===== config.mk =====
export PLATFORM = sky130hd
export DESIGN_NAME = receiver_flat
export DESIGN_NICKNAME = d
export VERILOG_FILES = /design/src/rtl/receiver_pkg.sv /design/src/rtl/receiver_if.sv /design/src/rtl/receiver.sv /design/src/flat_wrapper.sv
export SDC_FILE = /design/constraint.sdc
export NUM_CORES = 1
export LEC_CHECK = 0
export ABC_AREA = 1
export CAP_MARGIN = 20
export CORE_MARGIN = 4
export CORE_UTILIZATION = 50
export DETAILED_ROUTE_END_ITERATION = 10
export PLACE_DENSITY = 0.77
export RECOVER_POWER = 50
export SLEW_MARGIN = 5
export SYNTH_ARGS = -nofsm -noshare
export SYNTH_HDL_FRONTEND = slang
export SYNTH_SLANG_ARGS = --single-unit

===== constraint.sdc =====
create_clock -name clk -period 2.2 [get_ports clk]
set_input_delay 0.55 -clock clk [delete_from_list [all_inputs] [get_ports clk]]
set_output_delay 0.55 -clock clk [all_outputs]
set_load 0.01 [all_outputs]

===== src/rtl/receiver_pkg.sv =====
// -----------------------------------------------------------------------------
// receiver_pkg
//   Constants and types shared by the serial receiver and the serial
//   transmitter. Both ends of the link import the same defaults, so the
//   frame width and the bit-index width always agree.
//
//   DEFAULT_WIDTH : data word width in bits.
//   DEFAULT_IND   : bit-index counter width (2**DEFAULT_IND >= DEFAULT_WIDTH).
//   state_t       : receiver FSM states on a 1-bit state register.
// -----------------------------------------------------------------------------
package receiver_pkg;

  localparam int DEFAULT_WIDTH = 8;
  localparam int DEFAULT_IND   = 3;

  typedef enum logic {
    IDLE  = 1'b0,
    SHIFT = 1'b1
  } state_t;

endpackage : receiver_pkg


===== src/rtl/receiver_if.sv =====
// -----------------------------------------------------------------------------
// receiver_if
//   Bundle of the serial link inputs and the consumer-side outputs of the
//   receiver.
//
//   RxStart  : frame-start strobe. Bit 0 arrives on RxD in the following cycle.
//   RxD      : serial data, LSB first, one bit per clock.
//   RxLast   : end-of-frame strobe, high with bit WIDTH-1.
//   RxAck    : consumer acknowledge, clears RxValid.
//   DataOut  : last correctly framed word.
//   RxValid  : DataOut holds an unacknowledged word.
//   RxBusy   : a frame is being shifted in.
//   FrameErr : one-cycle pulse when a frame is aborted.
//   Overrun  : sticky, an unacknowledged word was overwritten.
//
//   Modports:
//     slave  : the receiver itself.
//     master : the link driver plus consumer (bench or surrounding logic).
// -----------------------------------------------------------------------------
interface receiver_if #(
  parameter int WIDTH = receiver_pkg::DEFAULT_WIDTH
);

  logic             RxStart;
  logic             RxD;
  logic             RxLast;
  logic             RxAck;
  logic [WIDTH-1:0] DataOut;
  logic             RxValid;
  logic             RxBusy;
  logic             FrameErr;
  logic             Overrun;

  modport slave (
    input  RxStart,
    input  RxD,
    input  RxLast,
    input  RxAck,
    output DataOut,
    output RxValid,
    output RxBusy,
    output FrameErr,
    output Overrun
  );

  modport master (
    output RxStart,
    output RxD,
    output RxLast,
    output RxAck,
    input  DataOut,
    input  RxValid,
    input  RxBusy,
    input  FrameErr,
    input  Overrun
  );

endinterface : receiver_if


===== src/rtl/receiver.sv =====
// -----------------------------------------------------------------------------
// receiver
//   Serial-to-parallel receiver terminating the bit-serial link of the serial
//   transmitter. A frame is one RxStart strobe followed by WIDTH data bits,
//   LSB first, with RxLast on the final bit. A correctly framed word is
//   loaded into DataOut and offered to the consumer with RxValid/RxAck.
//   A frame whose RxLast is missing, early, or interrupted by a new RxStart
//   is dropped with a one-cycle FrameErr pulse.
//
//   Ports:
//     clk   : system clock, rising edge.
//     reset : asynchronous, active-high reset.
//     bus   : receiver_if.slave (link inputs, consumer handshake, status).
//
//   Every output comes straight from a flop; there is no combinational path
//   from any input to any output.
// -----------------------------------------------------------------------------
module receiver
  import receiver_pkg::*;
#(
  parameter int WIDTH = DEFAULT_WIDTH,
  parameter int IND   = DEFAULT_IND
) (
  input  logic      clk,
  input  logic      reset,
  receiver_if.slave bus
);

  localparam logic [IND-1:0] LAST_INDEX = IND'(WIDTH - 1);

  state_t           state,     next_state;
  logic [IND-1:0]   index,     next_index;
  logic [WIDTH-1:0] shift,     next_shift;
  logic [WIDTH-1:0] data,      next_data;
  logic             valid,     next_valid;
  logic             frame_err, next_frame_err;
  logic             overrun,   next_overrun;

  logic             last_bit;
  logic             ack_accepted;

  assign last_bit     = (index == LAST_INDEX);
  // An acknowledge only means something while a word is on offer.
  assign ack_accepted = bus.RxAck && valid;

  // ---------------------------------------------------------------------------
  // Next-state and datapath decode
  // ---------------------------------------------------------------------------
  always_comb begin
    // NOTE: every variable gets a default before any branch so no path can
    // leave it unassigned and infer a latch.
    next_state     = state;
    next_index     = index;
    next_shift     = shift;
    next_data      = data;
    next_valid     = valid;
    next_frame_err = 1'b0;
    next_overrun   = overrun;

    // The handshake runs independently of the frame FSM; a completion below
    // may override next_valid again in the same cycle.
    if (ack_accepted) begin
      next_valid   = 1'b0;
      next_overrun = 1'b0;
    end

    unique case (state)
      IDLE: begin
        // RxD and RxLast carry nothing meaningful between frames.
        next_index = '0;
        if (bus.RxStart) begin
          next_state = SHIFT;
        end
      end

      SHIFT: begin
        next_shift[index] = bus.RxD;
        next_index        = index + 1'b1;

        // RxLast must coincide exactly with the final bit: a mismatch in
        // either direction (missing or early) aborts, as does a restart.
        if (bus.RxStart || (bus.RxLast != last_bit)) begin
          next_frame_err = 1'b1;
          next_state     = IDLE;
        end else if (last_bit) begin
          // The final bit is taken straight from RxD so the word is
          // visible one cycle after the last bit, not two.
          next_data  = {bus.RxD, shift[WIDTH-2:0]};
          next_valid = 1'b1;
          // Overwriting an unacknowledged word is an overrun, unless the
          // consumer acknowledges the old word in this very cycle.
          if (valid && !bus.RxAck) begin
            next_overrun = 1'b1;
          end
          next_state = IDLE;
        end
      end

      default: begin
        next_state = IDLE;
      end
    endcase
  end

  // ---------------------------------------------------------------------------
  // State and output registers
  // ---------------------------------------------------------------------------
  // NOTE: sequential state uses non-blocking assignments so every flop samples
  // the pre-edge values, independent of statement order.
  always_ff @(posedge clk or posedge reset) begin
    if (reset) begin
      state     <= IDLE;
      index     <= '0;
      shift     <= '0;
      data      <= '0;
      valid     <= 1'b0;
      frame_err <= 1'b0;
      overrun   <= 1'b0;
    end else begin
      state     <= next_state;
      index     <= next_index;
      shift     <= next_shift;
      data      <= next_data;
      valid     <= next_valid;
      frame_err <= next_frame_err;
      overrun   <= next_overrun;
    end
  end

  assign bus.DataOut  = data;
  assign bus.RxValid  = valid;
  assign bus.RxBusy   = (state == SHIFT);
  assign bus.FrameErr = frame_err;
  assign bus.Overrun  = overrun;

endmodule : receiver


===== src/flat_wrapper.sv =====
// flat-port wrapper written by rule: the top's interface ports become plain ports
module receiver_flat import receiver_pkg::*;
#(
  parameter int WIDTH = DEFAULT_WIDTH,
  parameter int IND   = DEFAULT_IND
)
  (clk, reset, bus_RxStart, bus_RxD, bus_RxLast, bus_RxAck, bus_DataOut, bus_RxValid, bus_RxBusy, bus_FrameErr, bus_Overrun);
  receiver_if #(.WIDTH(WIDTH)) bus_i ();
  input  logic clk;
  input  logic reset;
  input wire logic [$bits(bus_i.RxStart)-1:0] bus_RxStart;
  input wire logic [$bits(bus_i.RxD)-1:0] bus_RxD;
  input wire logic [$bits(bus_i.RxLast)-1:0] bus_RxLast;
  input wire logic [$bits(bus_i.RxAck)-1:0] bus_RxAck;
  output wire logic [$bits(bus_i.DataOut)-1:0] bus_DataOut;
  output wire logic [$bits(bus_i.RxValid)-1:0] bus_RxValid;
  output wire logic [$bits(bus_i.RxBusy)-1:0] bus_RxBusy;
  output wire logic [$bits(bus_i.FrameErr)-1:0] bus_FrameErr;
  output wire logic [$bits(bus_i.Overrun)-1:0] bus_Overrun;
  assign bus_i.RxStart = bus_RxStart;
  assign bus_i.RxD = bus_RxD;
  assign bus_i.RxLast = bus_RxLast;
  assign bus_i.RxAck = bus_RxAck;
  assign bus_DataOut = bus_i.DataOut;
  assign bus_RxValid = bus_i.RxValid;
  assign bus_RxBusy = bus_i.RxBusy;
  assign bus_FrameErr = bus_i.FrameErr;
  assign bus_Overrun = bus_i.Overrun;
  receiver #(.WIDTH(WIDTH), .IND(IND)) u_core (.clk(clk), .reset(reset), .bus(bus_i));
endmodule

## After elaboration in Yosys (flattened, before gate mapping)

Index checks and enable logic that the tools add are counted.

- Output and inout bits: 12
- Flip-flop bits (word level): 23

- Bitwise gates (word level): 2
- Reduce and logical (&&, ||, !) cells: 6
- Order comparisons: 2
- Equality and inequality tests: 2
- Add/subtract/negate cells: 1
- Multiplexer cells: 19

Operators by type and width:

| kind | number |
|---|---|
| 1-bit 2-to-1 mux | 15 |
| 8-bit bitwise mux | 1 |
| 3-bit case mux with 2 select lines | 1 |
| 3-bit by 4-bit less-than comparator with 1-bit output, second input constant | 1 |
| 3-bit by 1-bit adder with 3-bit output, second input constant | 1 |
| 1-bit demux with 3-bit select | 1 |
| 3-bit == test, second input constant | 1 |
| 3-bit by 1-bit >= comparator with 1-bit output, second input constant | 1 |
| 1-bit logical AND | 3 |
| 3-bit AND reduction | 1 |
| 1-bit NOT | 2 |
| 1-bit case mux with 2 select lines | 1 |
| 1-bit logical NOT | 1 |
| 1-bit logical OR | 1 |
| 1-bit inequality test | 1 |

## Longest topological paths before layout

Gate-level depths: netlist (run 1).

- Depth in word-level cells: 6
- Mapped depth: 9

## Worst setup path before layout (run 1)

No wires, ideal clock.

- Path type: reg-to-reg
- Start point: reg u_core.index[0]
- End point: reg u_core.data[0], in the netlist u_core.bus.DataOut[0]
- Stages on the path, launching flop included: 9
- Arrival: 1.376 ns
- Period minus slack after synthesis: 1.497 ns
- Slack: 0.703 ns
- Path buffers: 1
- Setup time: 0.120 ns
- Data required time: 2.080 ns
- Path through: dfrtp_1 > ha_1 > ha_1 > inv_1 > a21oi_2 > nand2_2 > buf_6 > o21ai_1 > nand2_1

- Longest elaborated chain between the ends: 5

Ends and longest elaborated chain:

| item | line | RTL |
|---|---|---|
| start, declared | receiver.sv:32 | `logic [IND-1:0] index, next_index;` |
| start signal, assigned | receiver.sv:121 | `index <= next_index;` |
| 3-bit == test * | receiver.sv:42 | `assign last_bit = (index == LAST_INDEX);` |
| 1-bit inequality test | receiver.sv:82 | `if (bus.RxStart \|\| (bus.RxLast != last_bit)) begin` |
| 1-bit logical OR | receiver.sv:82 |  |
| 1-bit NOT (no source line) | -- |  |
| 3-bit AND reduction (no source line) * | -- |  |
| end signal, assigned | receiver.sv:123 | `data <= next_data;` |
| end, declared | receiver.sv:34 | `logic [WIDTH-1:0] data, next_data;` |

Every way passes the cells marked *; elsewhere a longest branch is shown, timed or not.
A chain may end at the register's enable or synchronous reset.

## Worst setup path in the final report (run 1)

- Start point: reg u_core.state, in the netlist u_core.bus.RxBusy
- End point: out bus_RxBusy

RTL lines:

| item | line | RTL |
|---|---|---|
| start, declared | receiver.sv:31 | `state_t state, next_state;` |
| start signal, assigned | receiver.sv:120 | `state <= next_state;` |
| end, declared | flat_wrapper.sv:17 | `output wire logic [$bits(bus_i.RxBusy)-1:0] bus_RxBusy;` |

No word-level cell between the ends.

==> impl_results.md, run 1 <==
- Post-route ant nets: 0
- Filler cells: 155
- Finished Layout Cells: 146
- Layout cell share with drive strength beyond 1: 9.92%
- CTS Sinks: 22
- PortBufs: 17
- Total number of vias: 706
- Clock latency on the worst-skew pair: 0.31 ns
- DP Cell Count: 142
- Seq/Total Area, Yosys: 55.6%
- Wire per inst: 11.4 um
- Clock skew: 0.0108 ns
- Routed vias/inst: 4.84
- CP endpoint kind: output port
- # diodes: 0
- Final Util: 66.5%
- Global Route Usage Sum: 15.7%
- Routed wire length: 1.66 mm
- Fmax: 498 MHz
- Worst Reg-to-Reg Cells: 8
- IO Pins: 18
- Worst hold-check path type: register to register
- Distinct cells, synth: 23
- Status: completed
- Clock root cell: clkbuf_4
- CP endpoint: bus_RxBusy
- Clk slew on worst S/H paths: 0.11 ns
- Max clock buf depth: 2
- H-Tree Level Count: 1
- Max_cap viols: 0
- Setup TNS Final: 0 ns
- Req. time, crit path: 1.65 ns
- HP Start: u_core.bus.DataOut[4]$_DFFE_PP0P_
- Detail Placement HPWL: 1.26 mm
- Crit path cell chain: clkdlybuf4s50_1
- Period minus WS final: 2.01 ns
- Avg Cell Area, Syn: 9.70 um^2
- Crit path depth: 1
- RSZ-0062 raised after global routing: no
- Reg2reg setup slack: 0.57 ns
- CP top delay family: buffers and inverters
- Cells after synthesis: 102
- Core area: 1800 um^2
- Largest net degree at the start of global routing: 23
- Initial DRT Pass Iterations: 4
- Cts-stage hold buffer count: 0
- Leak pwr: 0.605 nW
- Initial core utilization: 54.9%
- Final worst path period share: 91.3%
- #FFs+latches synth: 22
- Post-layout nets: 131
- Area Growth Syn to Fin: 21.0%
- Count of final max-slew check failures: 0
- Die Ht: 52.5 um
- Drc violations: 0
- Mapped Nets: 111
- CTS tree: done
- CP peak stage delay: 0.61 ns
- Setup repair bufs after CTS: 0
- Warnings, synthesis: 0
- Total CTS buffers: 3
- Crit path DAT: 1.46 ns
- Worst r2r src: u_core.index[1]$_DFF_PP0_
- First-pass GRT wire length: 3.08 mm
- Slew @ Worst Pin: 1.09 ns
- Critical path class: register to output port
- Placed Area: 1160 um^2
- Setup violations, final: 0
- Power density over the cells: 976 nW/um^2
- Final Cell Area: 1200 um^2
- Max Fanout on Critical Path: 9
- Reg2reg end: u_core.bus.DataOut[4]$_DFFE_PP0P_
- Synth Cell Area: 990 um^2
- CP Launch Type: register
- Crit. Startpoint: u_core.bus.RxBusy$_DFF_PP0_
- Hold WS: 0.495 ns
- Placement row count: 15
- Headroom to the max-slew limit: 27.1%
- Die ar.: 2760 um^2
- Initial antenna violation count: 0
- Routability congestion estimate: 0.781
- CP max stage cell: clkdlybuf4s50_1
- Initial DRC count: 6
- GR Overflow Total: 0
- Post-CTS Resized: 0
- Vias in the first global route: 713
- VDD IR-drop max: 0.000631 V
- Die Span X: 52.5 um
- WP buf/inv: 1
- Final hold violation count: 0
==> flip-flops by register name (all words and copies together), names as in the netlist, named ones only <==
name / flops
u_core.bus.RxValid: 1
u_core.bus.DataOut: 8
u_core.bus.FrameErr: 1
u_core.shift: 7
u_core.bus.RxBusy: 1
u_core.index: 3
==> cells by family (layout without fill, tap and decap cells) <==
group / count (synthesis) / in the layout / synth area share (%)
compound gates: 25 / 25 / 14.3
buf+inv: 18 / 37 / 9.10
simple gates: 34 / 34 / 17.2
fa+ha+maj: 3 / 3 / 3.79
flops: 22 / 22 / 55.6
==> cells in the mapped netlist (all sizes together) <==
master	count	area, um^2
inv	15	56.3
nand2	26	110
a31oi	6	37.5
nand3	1	5.00
nor2	6	48.8
o21ai	10	53.8
ha	3	37.5
dfrtp	22	551
buf	3	33.8
nand4	1	6.26
a21oi	8	43.8
o22ai	1	6.26
==> metrics by stage <==
| stage | worst slack, ns | total power [mW] |
|---|---|---|
| finish | 0.191 | 1.17 |
| global route | 0.105 | 1.26 |
| CTS | 0.156 | 1.21 |
| detailed placement | 0.411 | 0.900 |
| global placement | 0.461 | 0.891 |
| floorplan | 0.703 | 0.793 |
==> worst min path at each step <==
stage	end	slack [ns]	cells after the start
CTS	u_core.bus.DataOut[4]$_DFFE_PP0P_	0.50	2
finish	u_core.bus.DataOut[4]$_DFFE_PP0P_	0.50	2
global placement	u_core.bus.DataOut[6]$_DFFE_PP0P_	0.47	2
global route	u_core.shift[6]$_DFFE_PP0P_	0.53	2
floorplan	u_core.bus.DataOut[6]$_DFFE_PP0P_	0.45	2
detailed placement	u_core.bus.DataOut[4]$_DFFE_PP0P_	0.47	2
==> routing by layer <==
layer | track usage [%] | vias up | wire length, um
met3 | 3.42 | 5 | 40
met2 | 25.8 | 12 | 784
met1 | 18.7 | 322 | 792
met5 | 0 | - | 0
met4 | 8.94 | 0 | 44
li1 | - | 367 | -
==> layout make-up <==
| cell class | instances | area (um^2) | area share [%] |
|---|---|---|---|
| clock buffers | 3 | 22.5 | 1.88 |
| clock inverters | 1 | 30.0 | 2.51 |
| inverters | 15 | 56.3 | 4.70 |
| multi-input cells | 62 | 333 | 27.8 |
| flip-flops and latches | 22 | 551 | 46.0 |
| well taps | 25 | 31.3 | 2.61 |
| repair buffers | 18 | 174 | 14.5 |
==> cells in the final DEF (no fill, tap or decap) <==
master           Yosys  routed
bufinv_16            0       1
inv_1               13      13
a21oi_2              1       1
nand2_4              1       1
o21ai_1              7       7
o21ai_0              2       2
ha_1                 3       3
a21oi_1              7       7
nand2_1             23      23
dlygate4sd3_1        0       1
nand3_1              1       1
nand2_2              2       2
clkbuf_1             0       1
o22ai_1              1       1
nor2_4               1       1
nor2_2               1       1
clkinv_1             0       1
clkbuf_4             0       3
clkdlybuf4s50_1      0      16
dfrtp_1             22      22
a31oi_1              6       6
nor2_1               3       4
inv_2                2       1
nand4_1              1       1
o21ai_2              1       1
==> power breakdown <==
part	switching, mW	total [mW]	internal (mW)	leakage [nW]
registers	0.0817	0.588	0.507	0.272
logic	0.149	0.275	0.126	0.305
clock network	0.121	0.305	0.184	0.0279
(Power assumes the default switching activity.)
==> inputs of run 2 (changes only) <==
--- a/config.mk
+++ b/config.mk
@@ -7,7 +7,7 @@
 export LEC_CHECK = 0
 export ABC_AREA = 1
 export CAP_MARGIN = 20
-export CORE_MARGIN = 4
+export CORE_MARGIN = 3
 export CORE_UTILIZATION = 50
 export DETAILED_ROUTE_END_ITERATION = 10
 export PLACE_DENSITY = 0.77
==> run 2 against run 1 <==
  * Power fell by 11%
  * Combinational power about the same
  * Flip-flop and latch count unchanged
  * Register-to-register slack is essentially flat
  * Highest routed layer unchanged
==> impl_results.md, run 2 (synthesis gave the netlist of run 1 again) <==
- Req. time, crit path: 1.65 ns (about the same)
- Final worst path period share: 91.4% (was 91.3%)
- CTS Sinks: 22 (unchanged)
- RSZ-0062 raised after global routing: no (unchanged)
- CP max stage cell: clkdlybuf4s50_1 (unchanged)
- CTS tree: done (unchanged)
- PortBufs: 17 (unchanged)
- CP endpoint kind: output port (unchanged)
- Max_cap viols: 0 (unchanged)
- Max Fanout on Critical Path: 9 (unchanged)
- Critical path class: register to output port (unchanged)
- Final hold violation count: 0 (unchanged)
- Post-CTS Resized: 0 (unchanged)
- Setup violations, final: 0 (unchanged)
- Crit path DAT: 1.46 ns (about the same)
- GR Overflow Total: 0 (unchanged)
- Core area: 1800 um^2 (unchanged)
- Die Ht: 50.5 um (was 52.5 um)
- Commonest non-fill, non-tap cell in the layout: nand2_1 (unchanged)
- Area Growth Syn to Fin: 18.0% (was 21.0%)
- Global Route Usage Sum: 15.3% (was 15.7%)
- WP buf/inv: 1 (unchanged)
- Initial DRC count: 15 (was 6)
- Placement row count: 15 (unchanged)
- Setup TNS Final: 0 ns (unchanged)
- Total number of vias: 699 (was 706)
- Worst hold-check path type: register to register (unchanged)
- Detail Placement HPWL: 1.22 mm (was 1.26 mm)
- Final Util: 64.8% (was 66.5%)
- Clock latency on the worst-skew pair: 0.30 ns (was 0.31 ns)
- Vias in the first global route: 674 (was 713)
- CP Launch Type: register (unchanged)
- Fmax: 497 MHz (was 498 MHz)
- Wire per inst: 11.2 um (was 11.4 um)
- Post-route ant nets: 0 (unchanged)
- Initial antenna violation count: 0 (unchanged)
- H-Tree Level Count: 1 (unchanged)
- Count of final max-slew check failures: 0 (unchanged)
- Post-layout nets: 131 (unchanged)
- Routed vias/inst: 4.82 (was 4.84)
- Die ar.: 2550 um^2 (was 2760 um^2)
- Status: completed (unchanged)
- Number of flip-flops in the largest register: 8 (unchanged)
- Total CTS buffers: 3 (unchanged)
- Largest net degree at the start of global routing: 23 (unchanged)
- Cts-stage hold buffer count: 0 (unchanged)
- Leading cell types in the layout, fill and taps excluded: nand2_1 (23), dfrtp_1 (22), clkdlybuf4s50_1 (16), inv_1 (14) (was nand2_1 (23), dfrtp_1 (22), clkdlybuf4s50_1 (16), inv_1 (13))
- Clock root cell: clkbuf_4 (unchanged)
- Routability congestion estimate: 0.758 (was 0.781)
- Leak pwr: 0.594 nW (was 0.605 nW)
- CP top delay family: buffers and inverters (unchanged)
- Layout cell share with drive strength beyond 1: 9.17% (was 9.92%)
- Initial core utilization: 54.9% (unchanged)
- Die Span X: 50.5 um (was 52.5 um)
- Routed wire length: 1.63 mm (was 1.66 mm)
- Headroom to the max-slew limit: 27.2% (was 27.1%)
- VDD IR-drop max: 0.000514 V (was 0.000631 V)
- Setup repair bufs after CTS: 0 (unchanged)
- # diodes: 0 (unchanged)
- Crit path cell chain: clkdlybuf4s50_1 (unchanged)
- IO Pins: 18 (unchanged)
- Drc violations: 0 (unchanged)
- Power density over the cells: 891 nW/um^2 (was 976 nW/um^2)
- Clock skew: 0.000722 ns (was 0.0108 ns)
- First-pass GRT wire length: 2.98 mm (was 3.08 mm)
- Clk slew on worst S/H paths: 0.11 ns (about the same)
- Initial DRT Pass Iterations: 4 (unchanged)
- CP peak stage delay: 0.61 ns (about the same)
- Max clock buf depth: 2 (unchanged)
- Period minus WS final: 2.01 ns (about the same)
- Slew @ Worst Pin: 1.09 ns (about the same)
==> run 2: final timing paths <==
check                           depth (start not counted)                        start  slack (ns)                           endpoint
worst max-delay path                                    1  u_core.bus.RxBusy$_DFF_PP0_        0.19                         bus_RxBusy
worst min-delay path                                    2  u_core.shift[6]$_DFFE_PP0P_        0.49  u_core.bus.DataOut[6]$_DFFE_PP0P_
worst max register to register                          8    u_core.index[1]$_DFF_PP0_        0.57  u_core.bus.DataOut[2]$_DFFE_PP0P_
worst min register to register                          2  u_core.shift[6]$_DFFE_PP0P_        0.49  u_core.bus.DataOut[6]$_DFFE_PP0P_
max in group asynchronous                               3                        reset        0.55        u_core.shift[5]$_DFFE_PP0P_
min in group asynchronous                               3                        reset        1.01        u_core.shift[4]$_DFFE_PP0P_
==> run 2: stage by stage <==
stage               hold WS (ns)  power [mW]  cells  cell area, um^2  worst slack (ns)
detailed placement         0.468       0.902    142             1160             0.420
global route               0.523        1.12    145             1170            0.0905
CTS                        0.494        1.08    145             1190             0.160
floorplan                  0.449       0.793    102              990             0.703
global placement           0.469       0.891    142             1160             0.464
finish                     0.494        1.04    145             1170             0.188
==> run 2: per-layer routing <==
metal / routed length (um) / global-route usage (%)
met1: 748 / 19.3
met2: 778 / 25.7
met3: 85 / 4.45
met4: 19 / 4.04
met5: 0 / 0
==> run 2: cell type report <==
cell class / count / area [um^2]
fill: 154 / 634
clock buffer: 3 / 22.5
inverter: 15 / 56.3
sequential: 22 / 551
timing repair buffer: 18 / 174
multi-input combinational: 62 / 333
tap: 25 / 31.3
==> run 2: power breakdown <==
part / internal [mW] / total, mW / switching (mW)
clock network: 0.0640 / 0.176 / 0.112
registers: 0.507 / 0.591 / 0.0841
logic: 0.125 / 0.273 / 0.148
total: 0.696 / 1.04 / 0.344
==> run 2: worst reg2reg max path, cell delays in order (launching register included) <==
cell and delay, ns:
dfrtp_1 0.42, ha_1 0.19, ha_1 0.19, inv_1 0.06, a21oi_2 0.15, nand2_2 0.19
nor2_4 0.21, nand2_1 0.09, nand2_1 0.08
==> inputs of run 3 (changes only) <==
--- a/config.mk
+++ b/config.mk
@@ -7,10 +7,12 @@
 export LEC_CHECK = 0
 export ABC_AREA = 1
 export CAP_MARGIN = 20
+export CELL_PAD_IN_SITES_DETAIL_PLACEMENT = 1
+export CELL_PAD_IN_SITES_GLOBAL_PLACEMENT = 1
 export CORE_MARGIN = 3
-export CORE_UTILIZATION = 50
+export CORE_UTILIZATION = 41
 export DETAILED_ROUTE_END_ITERATION = 10
-export PLACE_DENSITY = 0.77
+export PLACE_DENSITY_LB_ADDON = 0.1
 export RECOVER_POWER = 50
 export SLEW_MARGIN = 5
 export SYNTH_ARGS = -nofsm -noshare
==> run 3 against run 2 <==
  * Sequential power barely moved
  * Critical endpoint unchanged
  * Final cell count up 2.1%
  * Critical path depth unchanged
  * Worst hold slack improved by 0.0011 ns
  * Clock power shrank 4%
  * Register-to-register slack got worse by 0.05 ns
  * Flip-flop and latch count is the same
==> impl_results.md, run 3 (synthesis gave the netlist of run 1 again) <==
- Drc violations: 0 (unchanged)
- Reg2reg end: u_core.bus.DataOut[5]$_DFFE_PP0P_ (was u_core.bus.DataOut[2]$_DFFE_PP0P_)
- Setup TNS Final: 0 ns (unchanged)
- Critical path class: register to output port (unchanged)
- Area Growth Syn to Fin: 18.3% (was 18.0%)
- Routed wire length: 1.82 mm (was 1.63 mm)
- Reg2reg setup slack: 0.52 ns (was 0.57 ns)
- Clock root cell: clkbuf_4 (unchanged)
- Routed vias/inst: 4.72 (was 4.82)
- Hold path depth: 2 (unchanged)
- Req. time, crit path: 1.65 ns (about the same)
- DP Cell Count: 145 (was 142)
- Wire per inst: 12.3 um (was 11.2 um)
- Commonest non-fill, non-tap cell in the layout: nand2_1 (unchanged)
- Finished Layout Cells: 148 (was 145)
- Clock latency on the worst-skew pair: 0.29 ns (was 0.30 ns)
- # diodes: 0 (unchanged)
- Worst r2r src: u_core.index[1]$_DFF_PP0_ (unchanged)
- Hold Path Sink: u_core.bus.DataOut[0]$_DFFE_PP0P_ (was u_core.bus.DataOut[6]$_DFFE_PP0P_)
- Crit path DAT: 1.46 ns (about the same)
- Placement row count: 17 (was 15)
- H-Tree Level Count: 1 (unchanged)
- Detail Placement HPWL: 1.37 mm (was 1.22 mm)
- Headroom to the max-slew limit: 24.2% (was 27.2%)
- CP max stage cell: clkdlybuf4s50_1 (unchanged)
- CTS tree: done (unchanged)
- Vias in the first global route: 712 (was 674)
- Post-route ant nets: 0 (unchanged)
- Clock skew: 0.00115 ns (was 0.000722 ns)
- Leading cell types in the layout, fill and taps excluded: nand2_1 (23), dfrtp_1 (22), clkdlybuf4s50_1 (16), inv_1 (13) (was nand2_1 (23), dfrtp_1 (22), clkdlybuf4s50_1 (16), inv_1 (14))
- CP peak stage delay: 0.61 ns (about the same)
- Placed Area: 1170 um^2 (was 1160 um^2)
- Initial antenna violation count: 0 (unchanged)
- RSZ-0062 raised after global routing: no (unchanged)
- WP buf/inv: 1 (unchanged)
- Post-layout nets: 131 (unchanged)
- Layout cell share with drive strength beyond 1: 9.17% (unchanged)
- Power density over the cells: 884 nW/um^2 (was 891 nW/um^2)
- Core area: 2250 um^2 (was 1800 um^2)
- Filler cells: 266 (was 154)
- Worst hold-check path type: register to register (unchanged)
- Final Cell Area: 1170 um^2 (about the same)
- Clk slew on worst S/H paths: 0.11 ns (about the same)
- First-pass GRT wire length: 3.19 mm (was 2.98 mm)
- Die Span X: 55.1 um (was 50.5 um)
- Die Ht: 55.1 um (was 50.5 um)
- CTS Sinks: 22 (unchanged)
- IO Pins: 18 (unchanged)
- Post-CTS Resized: 0 (unchanged)
- Count of final max-slew check failures: 0 (unchanged)
- Period minus WS final: 2.01 ns (about the same)
- Max clock buf depth: 2 (unchanged)
- CP Launch Type: register (unchanged)
- PortBufs: 17 (unchanged)
- Number of flip-flops in the largest register: 8 (unchanged)
- Hold WS: 0.495 ns (was 0.494 ns)
- Worst Reg-to-Reg Cells: 8 (unchanged)
- Leak pwr: 0.590 nW (was 0.594 nW)
- Max_cap viols: 0 (unchanged)
- Final worst path period share: 91.5% (was 91.4%)
- CP top delay family: buffers and inverters (unchanged)
- Worst setup margin: 0.187 ns (was 0.188 ns)
- Fmax: 497 MHz (about the same)
- VDD IR-drop max: 0.000530 V (was 0.000514 V)
- Max Fanout on Critical Path: 9 (unchanged)
- Cts-stage hold buffer count: 0 (unchanged)
- Setup violations, final: 0 (unchanged)
- Crit path cell chain: clkdlybuf4s50_1 (unchanged)
- Setup repair bufs after CTS: 0 (unchanged)
- Final hold violation count: 0 (unchanged)
- CP endpoint kind: output port (unchanged)
- Slew @ Worst Pin: 1.14 ns (was 1.09 ns)
- Largest net degree at the start of global routing: 23 (unchanged)
- Dpl ws: 0.383 ns (was 0.420 ns)
- Initial DRC count: 5 (was 15)
- Initial DRT Pass Iterations: 3 (was 4)
- Total number of vias: 699 (unchanged)
- Total CTS buffers: 3 (unchanged)
- Status: completed (unchanged)
- Initial core utilization: 43.9% (was 54.9%)
- Die ar.: 3040 um^2 (was 2550 um^2)
- HP Start: u_core.bus.DataOut[0]$_DFFE_PP0P_ (was u_core.shift[6]$_DFFE_PP0P_)
- GR Overflow Total: 0 (unchanged)
- Routability congestion estimate: 0.768 (was 0.758)
- Global Route Usage Sum: 14.8% (was 15.3%)
## run 3: routing by layer
metal | wire [um] | part of all wire [%] | global-route usage [%]
met3 | 54 | 3.0 | 3.22
met1 | 909 | 50 | 19.6
met5 | 0 | 0 | 0
met2 | 840 | 46 | 22.8
met4 | 13 | 0.72 | 7.29
## run 3: through the flow
stage / total power, mW / utilization (%)
2_1_floorplan: 0.793 / -
3_3_place_gp: 0.898 / 51.8
3_5_place_dp: 0.905 / 51.8
4_1_cts: 1.08 / 52.8
5_1_grt: 1.13 / 51.9
6_report: 1.04 / 51.9
## run 3: final cells by class
class | instances | area (um^2) | share of cell area, %
clock buffer | 3 | 22.5 | 1.92
inverter | 15 | 56.3 | 4.81
multi-input combinational | 62 | 333 | 28.4
sequential | 22 | 551 | 47.0
tap | 28 | 35.0 | 2.99
timing repair buffer | 18 | 174 | 14.9
## run 3: where the power goes
| group | switching, mW | internal (mW) |
|---|---|---|
| clock network | 0.105 | 0.0637 |
| registers | 0.0842 | 0.507 |
| logic | 0.150 | 0.126 |
| total | 0.340 | 0.696 |
## run 3: worst max path at each step
stage | start | endpoint | slack (ns) | cells past startpoint
after floorplan | u_core.index[0]$_DFF_PP0_ | u_core.bus.DataOut[0]$_DFFE_PP0P_ | 0.70 | 8
after global placement | bus_RxLast | u_core.bus.DataOut[5]$_DFFE_PP0P_ | 0.43 | 6
after detailed placement | bus_RxLast | u_core.bus.DataOut[5]$_DFFE_PP0P_ | 0.38 | 6
after CTS | u_core.bus.RxBusy$_DFF_PP0_ | bus_RxBusy | 0.14 | 1
after global routing | u_core.bus.RxBusy$_DFF_PP0_ | bus_RxBusy | 0.1 | 1
final | u_core.bus.RxBusy$_DFF_PP0_ | bus_RxBusy | 0.19 | 1
